==> src/rtl/cornet_bus_pkg.sv <==
// Shared definitions for the memory bus arbiter:
// FSM state encodings and default bus widths.
package cornet_bus_pkg;

    typedef enum logic [1:0] {
        ARB_IDLE = 2'd0,
        ARB_WAIT = 2'd1,
        ARB_DONE = 2'd2
    } arb_state_t;

    localparam int DEF_AW = 16;
    localparam int DEF_DW = 8;

endpackage

==> src/rtl/mem_bus_arbiter_if.sv <==
// Master-side and memory-side signals of the shared memory port.
// slave = arbiter view, master = masters plus memory view.
interface mem_bus_arbiter_if
    import cornet_bus_pkg::*;
#(
    parameter int N  = 3,
    parameter int AW = DEF_AW,
    parameter int DW = DEF_DW
);
    logic [N-1:0]    m_req;
    logic [N-1:0]    m_we;
    logic [N-1:0]    m_lock;
    logic [N*AW-1:0] m_addr;
    logic [N*DW-1:0] m_wdata;
    logic [N-1:0]    m_ack;
    logic            m_err;
    logic [DW-1:0]   m_rdata;
    logic [N-1:0]    m_grant;
    logic [AW-1:0]   mem_addr;
    logic            mem_rd_req;
    logic            mem_wr_en;
    logic [DW-1:0]   mem_wr_data;
    logic [DW-1:0]   mem_rd_data;
    logic            mem_ack;

    modport slave (
        input  m_req, m_we, m_lock, m_addr, m_wdata,
        input  mem_rd_data, mem_ack,
        output m_ack, m_err, m_rdata, m_grant,
        output mem_addr, mem_rd_req, mem_wr_en, mem_wr_data
    );

    modport master (
        output m_req, m_we, m_lock, m_addr, m_wdata,
        output mem_rd_data, mem_ack,
        input  m_ack, m_err, m_rdata, m_grant,
        input  mem_addr, mem_rd_req, mem_wr_en, mem_wr_data
    );

endinterface

==> src/rtl/rr_picker.sv <==
// Combinational round-robin winner select with lock override.
// Scans upward from ptr+1, wrapping at N.
module rr_picker #(
    parameter int N  = 3,
    parameter int IW = (N > 1) ? $clog2(N) : 1
) (
    input  logic [N-1:0]  req,
    input  logic [IW-1:0] ptr,
    input  logic          lock_valid,
    input  logic [IW-1:0] lock_idx,
    output logic          valid,
    output logic [IW-1:0] idx
);

    int w_j;

    // Descending offset loop: the nearest requester after ptr wins last.
    always_comb begin
        valid = 1'b0;
        idx   = '0;
        w_j   = 0;
        if (lock_valid) begin
            valid = req[lock_idx];
            idx   = lock_idx;
        end else begin
            for (int k = N; k >= 1; k--) begin
                w_j = (int'(ptr) + k) % N;
                if (req[w_j[IW-1:0]]) begin
                    valid = 1'b1;
                    idx   = w_j[IW-1:0];
                end
            end
        end
    end

endmodule

==> src/rtl/mem_bus_arbiter.sv <==
// Round-robin arbiter sharing one byte-wide memory port between N masters,
// with per-master bus lock and an ack timeout.
module mem_bus_arbiter
    import cornet_bus_pkg::*;
#(
    parameter int N       = 3,
    parameter int AW      = DEF_AW,
    parameter int DW      = DEF_DW,
    parameter int TIMEOUT = 255
) (
    input  logic            clk,
    input  logic            reset,
    mem_bus_arbiter_if.slave bus
);

    localparam int IW    = (N > 1) ? $clog2(N) : 1;
    localparam int CW    = (TIMEOUT > 1) ? $clog2(TIMEOUT) : 1;
    localparam int TLAST = (TIMEOUT > 0) ? TIMEOUT - 1 : 0;

    arb_state_t    r_state;
    logic [IW-1:0] r_ptr;
    logic [IW-1:0] r_own;
    logic [IW-1:0] r_lock_idx;
    logic          r_lock_v;
    logic [CW-1:0] r_cnt;
    logic          r_we;
    logic [N-1:0]  r_grant;
    logic [N-1:0]  r_ack;
    logic          r_err;
    logic [DW-1:0] r_rdata;
    logic [DW-1:0] r_wdata;
    logic [AW-1:0] r_addr;
    logic          r_rd;
    logic          r_wr;

    logic          w_valid;
    logic [IW-1:0] w_idx;
    logic [N-1:0]  w_win_oh;
    logic [N-1:0]  w_own_oh;
    logic          w_tmo;
    logic          w_unlock;

    rr_picker #(
        .N  (N),
        .IW (IW)
    ) u_pick (
        .req        (bus.m_req),
        .ptr        (r_ptr),
        .lock_valid (r_lock_v),
        .lock_idx   (r_lock_idx),
        .valid      (w_valid),
        .idx        (w_idx)
    );

    assign w_win_oh = N'(1) << w_idx;
    assign w_own_oh = N'(1) << r_own;
    assign w_tmo    = (TIMEOUT != 0) && (r_cnt == CW'(TLAST));
    assign w_unlock = r_lock_v && !bus.m_lock[r_lock_idx];

    always_ff @(posedge clk or posedge reset) begin
        if (reset) begin
            r_state    <= ARB_IDLE;
            r_ptr      <= '0;
            r_own      <= '0;
            r_lock_idx <= '0;
            r_lock_v   <= 1'b0;
            r_cnt      <= '0;
            r_we       <= 1'b0;
            r_grant    <= '0;
            r_ack      <= '0;
            r_err      <= 1'b0;
            r_rdata    <= '0;
            r_wdata    <= '0;
            r_addr     <= '0;
            r_rd       <= 1'b0;
            r_wr       <= 1'b0;
        end else begin
            r_ack <= '0;
            unique case (r_state)
                ARB_IDLE: begin
                    if (w_unlock) begin
                        r_lock_v <= 1'b0;
                        r_grant  <= '0;
                    end
                    if (w_valid) begin
                        r_grant <= w_win_oh;
                        r_own   <= w_idx;
                        r_addr  <= bus.m_addr[w_idx*AW +: AW];
                        r_wdata <= bus.m_wdata[w_idx*DW +: DW];
                        r_we    <= bus.m_we[w_idx];
                        r_rd    <= !bus.m_we[w_idx];
                        r_wr    <= bus.m_we[w_idx];
                        r_cnt   <= '0;
                        r_state <= ARB_WAIT;
                    end
                end
                ARB_WAIT: begin
                    if (bus.mem_ack || w_tmo) begin
                        r_rd       <= 1'b0;
                        r_wr       <= 1'b0;
                        r_ack      <= w_own_oh;
                        r_err      <= !bus.mem_ack;
                        r_ptr      <= r_own;
                        r_lock_v   <= bus.m_lock[r_own];
                        r_lock_idx <= r_own;
                        r_state    <= ARB_DONE;
                        if (!bus.mem_ack) begin
                            r_rdata <= '0;
                        end else if (!r_we) begin
                            r_rdata <= bus.mem_rd_data;
                        end
                    end else begin
                        r_cnt <= r_cnt + CW'(1);
                    end
                end
                ARB_DONE: begin
                    r_err <= 1'b0;
                    if (!r_lock_v) begin
                        r_grant <= '0;
                    end
                    r_state <= ARB_IDLE;
                end
                default: r_state <= ARB_IDLE;
            endcase
        end
    end

    assign bus.m_ack       = r_ack;
    assign bus.m_err       = r_err;
    assign bus.m_rdata     = r_rdata;
    assign bus.m_grant     = r_grant;
    assign bus.mem_addr    = r_addr;
    assign bus.mem_rd_req  = r_rd;
    assign bus.mem_wr_en   = r_wr;
    assign bus.mem_wr_data = r_wdata;

endmodule

==> src/flat_wrapper.sv <==
// flat-port wrapper written by rule: the top's interface ports become plain ports
module mem_bus_arbiter_flat import cornet_bus_pkg::*;
#(
    parameter int N       = 3,
    parameter int AW      = DEF_AW,
    parameter int DW      = DEF_DW,
    parameter int TIMEOUT = 255
)
  (clk, reset, bus_m_req, bus_m_we, bus_m_lock, bus_m_addr, bus_m_wdata, bus_mem_rd_data, bus_mem_ack, bus_m_ack, bus_m_err, bus_m_rdata, bus_m_grant, bus_mem_addr, bus_mem_rd_req, bus_mem_wr_en, bus_mem_wr_data);
  mem_bus_arbiter_if #(.N(N), .AW(AW), .DW(DW)) bus_i ();
  input  logic clk;
  input  logic reset;
  input wire logic [$bits(bus_i.m_req)-1:0] bus_m_req;
  input wire logic [$bits(bus_i.m_we)-1:0] bus_m_we;
  input wire logic [$bits(bus_i.m_lock)-1:0] bus_m_lock;
  input wire logic [$bits(bus_i.m_addr)-1:0] bus_m_addr;
  input wire logic [$bits(bus_i.m_wdata)-1:0] bus_m_wdata;
  input wire logic [$bits(bus_i.mem_rd_data)-1:0] bus_mem_rd_data;
  input wire logic [$bits(bus_i.mem_ack)-1:0] bus_mem_ack;
  output wire logic [$bits(bus_i.m_ack)-1:0] bus_m_ack;
  output wire logic [$bits(bus_i.m_err)-1:0] bus_m_err;
  output wire logic [$bits(bus_i.m_rdata)-1:0] bus_m_rdata;
  output wire logic [$bits(bus_i.m_grant)-1:0] bus_m_grant;
  output wire logic [$bits(bus_i.mem_addr)-1:0] bus_mem_addr;
  output wire logic [$bits(bus_i.mem_rd_req)-1:0] bus_mem_rd_req;
  output wire logic [$bits(bus_i.mem_wr_en)-1:0] bus_mem_wr_en;
  output wire logic [$bits(bus_i.mem_wr_data)-1:0] bus_mem_wr_data;
  assign bus_i.m_req = bus_m_req;
  assign bus_i.m_we = bus_m_we;
  assign bus_i.m_lock = bus_m_lock;
  assign bus_i.m_addr = bus_m_addr;
  assign bus_i.m_wdata = bus_m_wdata;
  assign bus_i.mem_rd_data = bus_mem_rd_data;
  assign bus_i.mem_ack = bus_mem_ack;
  assign bus_m_ack = bus_i.m_ack;
  assign bus_m_err = bus_i.m_err;
  assign bus_m_rdata = bus_i.m_rdata;
  assign bus_m_grant = bus_i.m_grant;
  assign bus_mem_addr = bus_i.mem_addr;
  assign bus_mem_rd_req = bus_i.mem_rd_req;
  assign bus_mem_wr_en = bus_i.mem_wr_en;
  assign bus_mem_wr_data = bus_i.mem_wr_data;
  mem_bus_arbiter #(.N(N), .AW(AW), .DW(DW), .TIMEOUT(TIMEOUT)) u_core (.clk(clk), .reset(reset), .bus(bus_i));
endmodule
==> config.mk <==
export PLATFORM = sky130hd
export DESIGN_NAME = mem_bus_arbiter_flat
export DESIGN_NICKNAME = d
export VERILOG_FILES = /design/src/rtl/cornet_bus_pkg.sv /design/src/rtl/mem_bus_arbiter_if.sv /design/src/rtl/rr_picker.sv /design/src/rtl/mem_bus_arbiter.sv /design/src/flat_wrapper.sv
export SDC_FILE = /design/constraint.sdc
export NUM_CORES = 1
export LEC_CHECK = 0
export ABC_AREA = 1
export BUFFER_PORTS_ARGS = -buffer_cell sky130_fd_sc_hd__clkbuf_2
export CORE_MARGIN = 1
export CORE_UTILIZATION = 48
export DETAILED_ROUTE_END_ITERATION = 8
export PLACE_DENSITY = 0.83
export REMOVE_ABC_BUFFERS = 1
export SLEW_MARGIN = 20
export SYNTH_ARGS = -nofsm -noshare
export SYNTH_HDL_FRONTEND = slang
export SYNTH_SLANG_ARGS = --single-unit
==> constraint.sdc <==
create_clock -name clk -period 2.4 [get_ports clk]
set_input_delay 0.12 -clock clk [delete_from_list [all_inputs] [get_ports clk]]
set_output_delay 0.12 -clock clk [all_outputs]
set_load 0.05 [all_outputs]
==> impl_metrics.ini <==
[timing]
fmax_ghz = 0.454
setup_viol = 0
finalWorstSetupSlack_ns = 0.198
fin_tns_setup_ns = 0
fin_worst_skew_ns = 0.00955
period_needed_ns = 2.20
rsz0062_at_grt = true
slew_violations = 0
period_share_pct = 91.8
slew_headroom_pct = 50.6
worstMarginPinSlew_ns = 0.741
final_hold_viol_count = 0

[synthesis]
ys_ff_latch = 57
syn_avg_cell_area_sq_um = 6.73
ys_types = 31
yosysWarnings = 0
synth_seq_area_share_pct = 38.0
syn_area_sq_um = 3760
syn_inst = 558

[hold_path]
holdCritPathClass = in -> reg
hold_depth = 3

[power]
power.net_switching_mw = 4.59
leakage_nw = 2.90
p_per_area_nw_per_um2 = 1720
ir_drop_v = 0.000967
intPower_mw = 3.66
power_frac_seq_pct = 19.9
power_frac_comb_pct = 69.3
switching_share_pct = 55.6
fin_total_pwr_mw = 8.25
clkPwrFrac_pct = 10.8

[route]
viasPerCell = 5.14
first_pass_iters = 5
drt_iter0_markers = 196
ant_nets = 0
drc_errors = 0
avgRoutedWirePerCell_um = 12.8
vias = 4086
drt_wl_total_um = 10200

[grt]
grt_pass1_wl_um = 16900
gr-total-overflow = 0
grt_pass1_vias = 3812
grt_usage_pct = 25.6
grt_antenna_before_repair = 0
grt_max_degree = 44

[floorplan]
core_sq_um = 7410
dieArea_sq_um = 8190
dieWidth_um = 90.5
ios = 133
initial_utilization_pct = 50.7
die_h_um = 90.5
rows = 31

[final_layout]
area_growth_pct = 27.5
layout_common_cells = inv_1, clkbuf_2, nand2_1
final_nets = 789
seqCellArea_sq_um = 1430
multi_input_area_sq_um = 1710
fillCellCount = 651
drive_gt1_share_pct = 27.3
final_common_cell = inv_1
diodes = 0

[clocking]
htreeDepth = 3
cts_tree = built
clk_latency_ns = 0.33
clk_pin_slew_ns = 0.07
cts_sinks = 57
cts-buffers-inserted = 9
cts_root_buf = clkbuf_8
clockBufferDepth = 2
post_cts_buffers = 0

[critical_path]
ff2ff_path_depth = 12
cp.arrival_ns = 2.42
critPathMaxFanout = 43
cp-start-kind = flop
worstSetupPathType = reg -> reg
endpoint_kind = flop
critPathRequiredTime_ns = 2.62

[job]
drv_cap = 0

[placement]
hpwlAfterDp_um = 7560
port_buffers = 132
dp_slack_ns = 0.102
gp_congestion = 0.905

[outcome]
status = finished, final reports clean
through the flow:
stage,std cells,utilization [%],cell area (sq um),hold slack (ns)
floorplan,535,-,3640,0.230
global placement,778,61.6,4560,0.278
detailed placement,778,61.6,4560,0.288
CTS,795,64.3,4770,0.0302
global route,795,64.7,4790,0.0529
finish,795,64.7,4790,0.0361
cell usage after synthesis:
master / n / area, sq um
nand4_1: 27 / 169
nand2_2: 5 / 31.3
nor2_2: 2 / 12.5
ha_1: 6 / 75.1
nor3_1: 2 / 10.0
o21ai_1: 5 / 25.0
nor3b_2: 1 / 12.5
or2_0: 9 / 56.3
buf_1: 2 / 7.51
inv_2: 3 / 11.3
o21a_1: 1 / 7.51
or2_2: 15 / 93.8
a21oi_1: 32 / 160
nand3_2: 1 / 10.0
or2_1: 1 / 6.26
nor2_1: 21 / 78.8
o21ai_0: 18 / 90.1
nor3_2: 1 / 10.0
dfrtp_1: 57 / 1430
buf_6: 2 / 22.5
inv_1: 137 / 514
nand2_1: 107 / 402
nand3_1: 77 / 385
o221ai_1: 1 / 8.76
clkbuf_1: 8 / 30.0
o211ai_1: 1 / 7.51
clkinv_1: 1 / 3.75
o2111ai_1: 1 / 8.76
buf_2: 11 / 55.1
xor2_1: 2 / 17.5
xnor2_1: 1 / 8.76
flip-flops by register name (all words and copies together) (netlist names), 2 cells and up:
register	cells
u_core.bus.mem_addr	16
u_core.bus.m_rdata	8
u_core.bus.mem_wr_data	8
u_core.r_cnt	8
u_core.bus.m_ack	3
u_core.bus.m_grant	3
u_core.r_own	2
u_core.r_ptr	2
u_core.r_state	2
routing by layer:
layer  vias to the layer above  wire length [um]  GRT usage (%)
li1                       1992                 -              -
met1                      1867              4260           32.3
met2                       210              4870           42.1
met3                        17               880           5.05
met4                         0               177           11.8
met5                         -                 0              0
final cells by class:
type / instances / area share (%)
multi-input combinational: 337 / 35.7
clock inverter: 5 / 1.15
tap: 99 / 2.59
clock buffer: 11 / 2.95
timing repair buffer: 145 / 16.7
inverter: 141 / 11.1
sequential: 57 / 29.8
what timing repair did:
action                                  4_1_cts  5_1_grt
resized for setup                             0        6
hold buffers                                  1        0
endpoints found under the hold margin        33        0
endpoints found under the setup margin        0       35
logic make-up after synthesis:
kind of cell / after synthesis / synth area share [%]
AOI/OAI and AO/OA: 59 / 8.19
xor gates and xnor gates: 3 / 0.699
adders and majority gates: 6 / 2.00
buffers and inverters: 164 / 17.1
DFF: 57 / 38.0
and+or+nand+nor: 269 / 34.0
power by group through the flow:
stage / Clock [mW] / Combinational, mW / Sequential [mW]
6_report: 0.888 / 5.72 / 1.64
3_3_place_gp: 0 / 5.48 / 1.64
2_1_floorplan: 0 / 2.98 / 2.64
4_1_cts: 0.903 / 5.64 / 1.63
5_1_grt: 0.953 / 6.31 / 1.69
3_5_place_dp: 0 / 5.63 / 1.64
final timing paths:
| path | startpoint | to | slack, ns |
|---|---|---|---|
| worst max-delay path | u_core.r_ptr[0] | u_core.bus.mem_addr[6] | 0.20 |
| worst min-delay path | bus_mem_rd_data[6] | u_core.bus.m_rdata[6] | 0.04 |
| worst max register to register | u_core.r_ptr[0] | u_core.bus.mem_addr[6] | 0.20 |
| worst min register to register | u_core.r_own[1] | u_core.bus.m_ack[1] | 0.47 |
| max in group asynchronous | reset | u_core.r_ptr[1] | 1.35 |
| min in group asynchronous | reset | u_core.bus.mem_addr[8] | 0.45 |
critical path: stages, from the launching register on:
cell and delay [ns]:
dfrtp_1 0.36, inv_2 0.07, ha_1 0.34, inv_2 0.12
nand3_1 0.10, nand2_1 0.11, nand2_1 0.10, nor3b_4 0.24
nor3_4 0.07, buf_12 0.19, or2_2 0.29, inv_1 0.06
a21oi_1 0.04
Power figures use the tool's default switching activity.
